[src/rtl/mips_pkg.sv]
// Shared definitions for the MIPS system: loader FSM states and the
// instruction-memory address width used by both loader and memory.
package mips_pkg;

  localparam int IMEM_ADDR_W = 6;

  typedef enum logic [1:0] {
    LEN_HI = 2'd0,
    LEN_LO = 2'd1,
    DATA   = 2'd2,
    DONE   = 2'd3
  } loader_state_t;

endpackage

[src/rtl/imem_word_packer.sv]
// Packs a byte stream MSB-first into 32-bit words; word_valid pulses
// combinationally on the cycle the 4th byte of a word is accepted.
module imem_word_packer (
  input  logic        clk,
  input  logic        rst_n,
  input  logic        clr,
  input  logic        en,
  input  logic [7:0]  in_byte,
  output logic        word_valid,
  output logic [31:0] word
);

  logic [1:0]  cnt;
  logic [23:0] shreg;

  // Only the first three bytes need storing; the 4th is taken straight
  // from the input so the word is ready on the accepting edge.
  always_ff @(posedge clk or negedge rst_n) begin
    if (!rst_n) begin
      cnt   <= 2'd0;
      shreg <= 24'd0;
    end else if (clr) begin
      cnt   <= 2'd0;
      shreg <= 24'd0;
    end else if (en) begin
      cnt   <= cnt + 2'd1;
      shreg <= {shreg[15:0], in_byte};
    end
  end

  assign word_valid = en && (cnt == 2'd3);
  assign word       = {shreg, in_byte};

endmodule

[src/rtl/imem_loader.sv]
// Streaming program loader: length-prefixed byte stream -> big-endian words
// written to instruction memory from address 0, then releases the core.
module imem_loader
  import mips_pkg::*;
#(
  parameter int ADDR_W = IMEM_ADDR_W
) (
  input  logic              clk,
  input  logic              rst_n,
  input  logic              in_valid,
  input  logic [7:0]        in_data,
  output logic              in_ready,
  input  logic              reload,
  output logic              imem_we,
  output logic [ADDR_W-1:0] imem_addr,
  output logic [31:0]       imem_wdata,
  output logic              cpu_run,
  output logic              err,
  output loader_state_t     dbg_state
);

  localparam logic [16:0] DEPTH = 17'(1) << ADDR_W;

  // Handshake: a byte moves on any rising edge where in_valid & in_ready;
  // in_ready depends only on state, never on in_valid, and is high in
  // every state except DONE.
  loader_state_t state;
  logic [15:0]   n_words;
  logic [15:0]   word_idx;
  logic          xfer;
  logic          word_valid;
  logic [31:0]   word;

  assign in_ready  = (state != DONE);
  assign xfer      = in_valid && in_ready;
  assign dbg_state = state;

  imem_word_packer u_packer (
    .clk        (clk),
    .rst_n      (rst_n),
    .clr        ((state == DONE) && reload),
    .en         (xfer && (state == DATA)),
    .in_byte    (in_data),
    .word_valid (word_valid),
    .word       (word)
  );

  always_ff @(posedge clk or negedge rst_n) begin
    if (!rst_n) begin
      state      <= LEN_HI;
      n_words    <= 16'd0;
      word_idx   <= 16'd0;
      imem_we    <= 1'b0;
      imem_addr  <= '0;
      imem_wdata <= 32'd0;
      cpu_run    <= 1'b0;
      err        <= 1'b0;
    end else begin
      imem_we <= 1'b0;
      case (state)
        LEN_HI: if (xfer) begin
          n_words[15:8] <= in_data;
          state         <= LEN_LO;
        end
        LEN_LO: if (xfer) begin
          n_words[7:0] <= in_data;
          state        <= ({n_words[15:8], in_data} == 16'd0) ? DONE : DATA;
        end
        DATA: if (word_valid) begin
          // Words beyond memory depth are consumed silently and flagged.
          if ({1'b0, word_idx} < DEPTH) begin
            imem_we    <= 1'b1;
            imem_addr  <= word_idx[ADDR_W-1:0];
            imem_wdata <= word;
          end else begin
            err <= 1'b1;
          end
          word_idx <= word_idx + 16'd1;
          if (word_idx + 16'd1 == n_words) state <= DONE;
        end
        DONE: if (reload) begin
          cpu_run  <= 1'b0;
          word_idx <= 16'd0;
          err      <= 1'b0;
          state    <= LEN_HI;
        end else begin
          cpu_run <= 1'b1;
        end
        default: state <= LEN_HI;
      endcase
    end
  end

endmodule
[config.mk]
export PLATFORM = sky130hd
export DESIGN_NAME = imem_loader
export DESIGN_NICKNAME = d
export VERILOG_FILES = /design/src/rtl/mips_pkg.sv /design/src/rtl/imem_word_packer.sv /design/src/rtl/imem_loader.sv
export SDC_FILE = /design/constraint.sdc
export NUM_CORES = 1
export LEC_CHECK = 0
export BUFFER_PORTS_ARGS = -buffer_cell sky130_fd_sc_hd__buf_2
export CORE_UTILIZATION = 50
export CTS_CLUSTER_SIZE = 14
export DETAILED_ROUTE_END_ITERATION = 8
export PLACE_DENSITY_LB_ADDON = 0.08
export RECOVER_POWER = 100
export REMOVE_ABC_BUFFERS = 1
export SYNTH_ARGS = -nofsm -noshare
export SYNTH_HDL_FRONTEND = slang
export SYNTH_SLANG_ARGS = --single-unit
export TNS_END_PERCENT = 1
[constraint.sdc]
create_clock -name clk -period 3.6 [get_ports clk]
set_input_delay 0.36 -clock clk [delete_from_list [all_inputs] [get_ports clk]]
set_output_delay 0.36 -clock clk [all_outputs]
set_load 0.1 [all_outputs]
---- Yosys cells after proc, flatten, opt, wreduce, memory -nomap -nowiden ----
Cells that the tools add are included.
operators by class
  order comparisons ....................... 1
  reductions and logical operators ........ 14
  eq/ne operators ......................... 12
  mux-type cells .......................... 22
  $add $sub $neg .......................... 2
operators by type and width
  cell                   count
  $mux 24                2
  $mux 16                2
  $pmux 16 s2            1
  $add 16x1->16 const B  1
  $eq 16x16->1           1
  $logic_not 16->1       1
  $lt 16x7->1 const B    1
  $mux 2                 7
  $ne 2x2->1 const B     5
  $mux 1                 8
  $pmux 2 s4             1
  $eq 2x2->1 const B     3
  $reduce_and 3->1       2
  $reduce_and 5->1       1
  $logic_and 1x1->1      4
  $ne 2x1->1 const B     2
  $reduce_and 2->1       2
  $reduce_and 4->1       1
  $reduce_bool 2->1      2
  $add 2x1->2 const B    1
  $eq 2x1->1 const B     1
  $logic_not 2->1        1
  $pmux 1 s2             1
storage, ports and cells
  register bits after elaboration ......... 101
  word-level logic and storage cells ...... 62
  output and inout bits ................... 44

---- Logic depth before layout (Yosys ltp) ----
Gate-level depths: netlist of run 1.
  depth after elaboration ................. 6
  depth in mapped cells ................... 10
  depth with buffers taken out ............ 9

---- Hierarchy ----
From an unflattened synthesis of run 1, not the netlist that was laid out.
unflattened totals
  cells, all modules ...................... 410
  area, all modules ....................... 4827.1 µm²
by module, submodules not included
  module            area each (µm²)  instances  cells an instance  seq. area each (µm²)
  imem_loader       3673.5           1          316                1876.8
  imem_word_packer  1153.6           1          94                 650.6

---- Least setup slack after synthesis of run 1 ----
No wires, ideal clock.
  path kind ............................... register to register
  start point ............................. register state[0] (netlist: dbg_state[0])
  end point ............................... register state[1] (netlist: dbg_state[1])
  clock period less this slack ............ 2857 ps
  stages on the path, launching flop included .. 10
  data arrival time ....................... 2729 ps
  buffers on the path ..................... 0
  slack ................................... 743 ps
  cell sequence ........................... dfrtp_1 inv_1 ha_1 nor3_1 a21oi_1 o21ai_1 nand4_1 nor4_1 a32oi_1 mux2_1
on the way
  word-level cells in the longest chain between the ends .. 6
  elaborated cells on any way between the ends .. 15
  classes of those cells .................. eq/ne: 9; mux: 1; reduce/logical: 5
ends and longest elaborated chain
  item                               line                    source
  start: declaration                 imem_loader.sv:27       loader_state_t state;
  start signal: assignment           imem_loader.sv:67       state <= ({n_words[15:8], in_data} == 16'd0) ? DONE : DATA;
  $ne 2x2->1                         imem_loader.sv:34       assign in_ready = (state != DONE);
  $logic_and 1x1->1                  imem_loader.sv:35       assign xfer = in_valid && in_ready;
  $logic_and 1x1->1                  imem_loader.sv:42       .en (xfer && (state == DATA)),
  $logic_and 1x1->1                  imem_word_packer.sv:31  assign word_valid = en && (cnt == 2'd3);
  $ne 2x1->1 (no source line)        --
  $reduce_and 5->1 (no source line)  --
Several ways; a longest one is shown, not always the timed one.
A chain may end at the register's enable or synchronous reset.

---- Worst setup path in the final report of run 1 ----
  start point ............................. register state[1] (netlist: dbg_state[1])
  end point ............................... register imem_wdata[9]
on the way
  word-level cells in the longest chain between the ends .. 5
  elaborated cells on any way between the ends .. 6
  classes of those cells .................. eq/ne: 2; reduce/logical: 4
ends and longest elaborated chain
  item                                 line                    source
  $ne 2x2->1                           imem_loader.sv:34
  $logic_and 1x1->1                    imem_loader.sv:35
  $logic_and 1x1->1                    imem_loader.sv:42
  $logic_and 1x1->1                    imem_word_packer.sv:31
  $reduce_and 3->1 (no source line) *  --
  end signal: assignment               imem_loader.sv:74       imem_wdata <= word;
  end: declaration                     imem_loader.sv:16       output logic [31:0] imem_wdata,
Every way passes the cells marked *; elsewhere a longest branch is shown, timed or not.

==> results of run 1 <==
-- sequential cells by signal, summed over array words and instances, names as in the netlist --
| register | count |
|---|---|
| imem_wdata | 32 |
| u_packer.shreg | 24 |
| n_words | 16 |
| word_idx | 16 |
| imem_addr | 6 |
| dbg_state | 2 |
| u_packer.cnt | 2 |
| cpu_run | 1 |
| err | 1 |
| imem_we | 1 |
-- where the power goes --
group / internal (mW) / total, mW / switching [mW]
Combinational: 0.383 / 1.30 / 0.916
Clock: 0.281 / 0.699 / 0.417
Sequential: 1.39 / 1.61 / 0.224
Total: 2.05 / 3.61 / 1.56
-- Yosys cell counts, types with 3 or more instances --
library cell / instances / area [um2]
mux2_2: 16 / 180.2
o21ai_0: 19 / 95.09
and2_1: 4 / 25.02
ha_1: 7 / 87.58
dfrtp_1: 101 / 2527
nor2_1: 22 / 82.58
nand2_1: 182 / 683.2
nand4_1: 8 / 50.05
xnor2_1: 10 / 87.58
mux2i_1: 3 / 30.03
buf_2: 7 / 35.03
mux2_1: 3 / 33.78
o31ai_1: 4 / 30.03
nand3_1: 33 / 165.2
inv_1: 5 / 18.77
a21oi_1: 12 / 60.06
nor4_1: 8 / 50.05
and4_1: 3 / 26.28
o21ai_1: 13 / 65.06
xor2_1: 12 / 105.1
clkbuf_1: 19 / 71.32
-- layer usage --
metal  global-route usage (%)  routed length, um
met5                        0                  0
met4                    6.335                116
met3                    4.076                419
met2                    36.31               4885
met1                    34.22               5189
-- area by class of cell --
cell class | instances | area share [%]
Sequential cell | 101 | 48.77
Clock buffer | 10 | 2.656
Inverter | 6 | 0.4346
Timing Repair Buffer | 61 | 4.901
Clock inverter | 6 | 1.038
Tap cell | 111 | 2.680
Multi-Input combinational cell | 383 | 39.52
-- path summary, 6_finish.rpt --
kind,from,endpoint,slack (ps),cells after the start
max in group asynchronous,rst_n,word_idx[15]$_DFFE_PN0P_,1510,2
min in group asynchronous,rst_n,imem_addr[4]$_DFFE_PN0P_,470,1
hold / removal,reload,u_packer.shreg[15]$_DFFE_PN0P_,230,2
setup reg to reg,dbg_state[1]$_DFFE_PN0P_,imem_wdata[9]$_DFFE_PN0P_,820,8
setup / recovery,dbg_state[1]$_DFFE_PN0P_,imem_wdata[9]$_DFFE_PN0P_,820,8
hold reg to reg,u_packer.shreg[23]$_DFFE_PN0P_,imem_wdata[31]$_DFFE_PN0P_,470,2
-- through the flow --
step           util [%]  setup WS [ps]
2_1_floorplan         -          363.0
3_3_place_gp      54.98           1005
3_5_place_dp      54.98          938.6
4_1_cts           57.06          918.0
5_1_grt           56.35          356.3
6_report          56.35          823.4
-- kinds of logic (layout without fill, tap and decap cells) --
family                     after synthesis  in the layout  synth area share (%)
AOI/OAI and AO/OA                       54             54                 6.335
xor gates and xnor gates                22             22                 4.082
adders and majority gates                7              7                 1.855
buffers and inverters                   34             83                 2.995
DFF                                    101            101                 53.54
muxes                                   22             22                 5.168
and+or+nand+nor                        278            278                 26.03
==> impl_metrics.toml, run 1 <==
[global_route]
grtUsageTotal_pct = 23.41
grt_max_degree = 75
grt_pass1_wl_mm = 17.68
gr-total-overflow = 0
antenna_found_initial = 0
grt_pass1_vias = 3453

[layout]
multi_input_area_um2 = 2048
area.growth.synth_to_final_pct = 9.780
layout_commonest_cell = "nand2_1"
post-route-cell-area_um2 = 5182
seqCellArea_um2 = 2527
antenna_cells = 0
nNetsFinal = 581
final_cell_mix = "182 x nand2_1, 101 x dfrtp_1, 47 x clkbuf_1, 33 x nand3_1, 28 x o21ai_0"
stdcell_count = 678
drive_gt1_share_pct = 8.642
n_fill_cell = 886

[detailed_routing]
postRouteAntennaNets = 0
wl_per_cell_um = 15.65
via_per_inst = 5.425
drc = 0
drtIter0Drc = 210
drtPass1Iterations = 5
routed_wl_mm = 10.61
num_vias = 3678

[yosys]
ys_seq_area_share_pct = 53.54
synth_area_um2 = 4721
ys.flop_type = "dfrtp_1"
synth-async-reset-ratio_pct = 100.0
yosysUniqueCellTypes = 42
postSynthCellCount = 518
yosysWarnings = 0
yosys_register_bits = 101
synth-edff-count = 0
postSynthAreaPerCell_um2 = 9.113

[outcome]
violations = "max-capacitance violations, max-slew violations"
status = "finished, violations left"

[power_and_ir_drop]
peakVddDrop_mv = 0.3329
leakagePower_nw = 2.579
power_density_nw_per_um2 = 696.1
total_power_mw = 3.608

[worst_setup_path]
crit_chain = "ha_1 > nor2b_1 > and3_1 > buf_4 > nand2_1 > inv_1 > nand2_1 > nand2_1"
setup.worst_path.end_class = "register"
worstPathArrival_ps = 3090
crit_type = "register to register"
crit_top_cell = "nand2_1"
cp_num_buf_inv = 2
cp-start-kind = "register"
crit_slowest_cell = "inv_1"
cp.required_ps = 3910
worstPathMaxFanout = 39
crit_family = "buffers and inverters"
max_stage_delay_ps = 870

[timing]
final_max_slew_viol_count = 75
whs_ps = 233.4
layout_min_cycle_time_ps = 2777
tightest_slew_ps = 1810
grt_setup_unrepaired = "false"
fin_skew_ps = 17.42
fmax_mhz = 360.2
relSlewSlack_pct = -20.67
period_share_pct = 77.13
hold_viol = 0
tns_ps = 0
setup_violations = 0

[place]
io_buffers = 55
hpwl_mm = 7.123
gp_congestion = 0.8511
dp.cells = 661
placed_area_um2 = 5056

[floorplan]
die_w_um = 99.17
initial_core_util_pct = 51.33
dieArea_um2 = 9834
ios = 56
fp.dieH_um = 99.17
num_rows = 35
core-area_um2 = 9196

[clocking]
clock_path_buffers = 2
htree_levels = 3
cts_resized = 0
cts_setup_buffers = 0
path_clk_slew_ps = 100
clkLatencyLatePin_ps = 380
cts_buffers = 9
hold_buffers = 0
clockRootBuffer = "clkbuf_8"
clkSinkCount = 101
cts_tree = "yes"

[run]
maxCapViolCount = 1

[worst_hold_path]
min_path_type = "input port to register"
Note: power is estimated with default switching activity, not from simulation.
==> inputs of run 2 (changes only) <==
--- a/config.mk
+++ b/config.mk
@@ -5,6 +5,7 @@
 export SDC_FILE = /design/constraint.sdc
 export NUM_CORES = 1
 export LEC_CHECK = 0
+export ABC_AREA = 1
 export BUFFER_PORTS_ARGS = -buffer_cell sky130_fd_sc_hd__buf_2
 export CORE_UTILIZATION = 50
 export CTS_CLUSTER_SIZE = 14
==> constraint.sdc (replaced) <==
create_clock -name clk -period 2.82 [get_ports clk]
set_input_delay 0.282 -clock clk [delete_from_list [all_inputs] [get_ports clk]]
set_output_delay 0.282 -clock clk [all_outputs]
set_load 0.1 [all_outputs]
==> run 2 against run 1 <==
  * The run now ends clean
  * Flip-flop and latch count did not move
  * Synthesized cell count increased by 2.3%
  * Combinational power increased by 40%
  * Setup slack lost 370 ps
  * Clock skew down 4.2 ps
  * Non-clock buffer count is the same
  * Synthesized area decreased by 3.2%
  * Fmax up 17%
  * Sequential power up 26%
  * Critical path type unchanged
  * Critical endpoint is now err$_DFFE_PN0P_
  * Highest routed layer unchanged
==> impl_metrics.toml, run 2 <==
[layout]
post-route-cell-area_um2 = 5087
largestRegisters = "imem_wdata: 32 flops, u_packer.shreg: 24 flops"
n_fill_cell = 853
final_cell_mix = "138 x nand2_1, 101 x dfrtp_1, 68 x inv_1, 68 x o21ai_0, 45 x clkbuf_1"
nNetsFinal = 605
area.growth.synth_to_final_pct = 11.31
largest_register_ffs = 32
drive_gt1_share_pct = 6.937
antenna_cells = 0
layout_commonest_cell = "nand2_1"
largest_register = "imem_wdata"

[floorplan]
num_rows = 34
core-area_um2 = 8806
dieArea_um2 = 9528
die_w_um = 97.61
initial_core_util_pct = 51.90
fp.dieH_um = 97.61
ios = 56

[worst_setup_path]
cp.required_ps = 3070
setup.worst_path.end_class = "register"
rr_worst_depth = 11
cp-start-kind = "register"
reg2reg_from = "dbg_state[0]$_DFFE_PN0P_"
r2r-end = "err$_DFFE_PN0P_"
worstPathArrival_ps = 2620
crit_type = "register to register"
worstPathMaxFanout = 17
r2r_slack_ps = 450

[yosys]
synth-async-reset-ratio_pct = 100.0
yosys_register_bits = 101
ys.flop_type = "dfrtp_1"
yosys-top-cells-count = "138 x nand2_1, 101 x dfrtp_1, 68 x inv_1, 68 x o21ai_0, 32 x nand3_1"
postSynthAreaPerCell_um2 = 8.624
netlist.area_leader.share_pct = 55.30
postSynthCellCount = 530
yosysMostFrequentCell = "nand2_1"
synth_area_um2 = 4571
synth_area_leaders = "dfrtp_1 55%, nand2_1 11%, o21ai_0 7.4%"
synth_top_cell_by_area = "dfrtp_1"
yosysWarnings = 0
yosysUniqueCellTypes = 29
ys_seq_area_share_pct = 55.30
synth-edff-count = 0

[detailed_routing]
postRouteAntennaNets = 0
drtPass1Iterations = 5
via_per_inst = 5.322
wl_per_cell_um = 14.32
routed_wl_mm = 10.01
num_vias = 3720
drtIter0Drc = 249
drc = 0

[clocking]
cts_buffers = 9
htree_levels = 3
cts_tree = "yes"
path_clk_slew_ps = 100
cts_resized = 0
clkSinkCount = 101
cts_setup_buffers = 0
clock_path_buffers = 2
clockRootBuffer = "clkbuf_8"
clkLatencyLatePin_ps = 370
hold_buffers = 1

[timing]
grt_setup_unrepaired = "false"
whs_ps = 203.0
hold_viol = 0
setup_violations = 0
fin_ws_ps = 450.6
relSlewSlack_pct = 20.39
final_max_slew_viol_count = 0
layout_min_cycle_time_ps = 2369
fmax_mhz = 422.0
period_share_pct = 84.02
fin_skew_ps = 13.26
tightest_slew_ps = 1199

[run]
maxCapViolCount = 0

[global_route]
grtUsageTotal_pct = 22.75
grt_pass1_wl_mm = 17.08
grt_max_degree = 76
gr-total-overflow = 0
antenna_found_initial = 0
grt_pass1_vias = 3620

[worst_hold_path]
holdPathEnd = "u_packer.shreg[7]$_DFFE_PN0P_"
holdPathStages = 3
hold_start = "in_data[7]"
min_path_type = "input port to register"

[place]
io_buffers = 55
gp_congestion = 0.8536
pre_cts_ws_ps = 524.5
hpwl_mm = 7.032
placed_area_um2 = 4965

[power_and_ir_drop]
peakVddDrop_mv = 0.4118
power_density_nw_per_um2 = 934.3
leakagePower_nw = 2.400

[outcome]
status = "finished, final reports clean"
run 2: cell count changes after synthesis, moves of 10 or more:
cell      change
mux2_2       -16
clkbuf_1     -11
inv_1        +63
o22ai_1      +30
o21ai_0      +49
xor2_1       -10
nand2_1      -44
o21ai_1      -12
run 2: area by class of cell:
cell class	count	area (um2)	area share [%]
well taps	108	135.1	2.656
clock inverters	6	62.56	1.230
repair buffers	61	262.8	5.165
inverters	70	262.8	5.165
multi-input cells	343	1709	33.60
flip-flops and latches	101	2527	49.68
clock buffers	10	127.6	2.509
run 2: cells by family after synthesis:
| kind of cell | share of synthesized area [%] |
|---|---|
| flip-flops | 55.30 |
| XOR/XNOR | 1.095 |
| buffers and inverters | 7.254 |
| multiplexers | 0.2190 |
| AND/OR/NAND/NOR | 21.71 |
| adder cells (fa/ha/maj) | 1.916 |
| AO/OA/AOI/OAI | 12.51 |
run 2: worst max-delay path by stage:
stage,from,end,slack (ps),cells after the start
2_1_floorplan,dbg_state[1]$_DFFE_PN0P_,imem_addr[0]$_DFFE_PN0P_,-530,8
3_3_place_gp,dbg_state[0]$_DFFE_PN0P_,dbg_state[0]$_DFFE_PN0P_,630,12
3_5_place_dp,dbg_state[0]$_DFFE_PN0P_,imem_wdata[25]$_DFFE_PN0P_,520,8
4_1_cts,dbg_state[0]$_DFFE_PN0P_,imem_wdata[26]$_DFFE_PN0P_,500,8
5_1_grt,dbg_state[0]$_DFFE_PN0P_,imem_addr[4]$_DFFE_PN0P_,120,9
6_report,dbg_state[0]$_DFFE_PN0P_,err$_DFFE_PN0P_,450,11
run 2: metal layers:
layer | part of all wire [%] | global-route usage [%] | up-vias | wire [um]
li1 | - | - | 1852 | -
met1 | 48 | 31.24 | 1788 | 4806
met2 | 47 | 36.22 | 70 | 4702
met3 | 4.2 | 4.676 | 10 | 419
met4 | 0.81 | 7.343 | 0 | 81
met5 | 0 | 0 | - | 0
run 2: power breakdown:
part | switching, mW | leakage, nW | internal, mW
sequential | 0.229 | 1.36 | 1.80
clock | 0.554 | 0.0970 | 0.349
combinational | 1.39 | 0.944 | 0.440
run 2: critical path, stage by stage, from the launching register on:
cell and delay [ps]:
dfrtp_1 440, inv_1 150, ha_1 280, inv_1 80
nor2_1 240, nand2_1 120, buf_4 210, a21oi_1 140
clkbuf_2 360, nand2_1 110, nand2_1 60, o21ai_0 70
run 2: metrics by stage:
| stage | TNS, ps | instances | power [mW] | util, % |
|---|---|---|---|---|
| CTS | 0 | 699 | 4.825 | 58.65 |
| finish | 0 | 699 | 4.753 | 57.77 |
| global placement | 0 | 682 | 3.873 | 56.38 |
| floorplan | -31710 | 514 | 3.460 | - |
| global route | 0 | 699 | 5.066 | 57.77 |
| detailed placement | 0 | 682 | 3.916 | 56.38 |
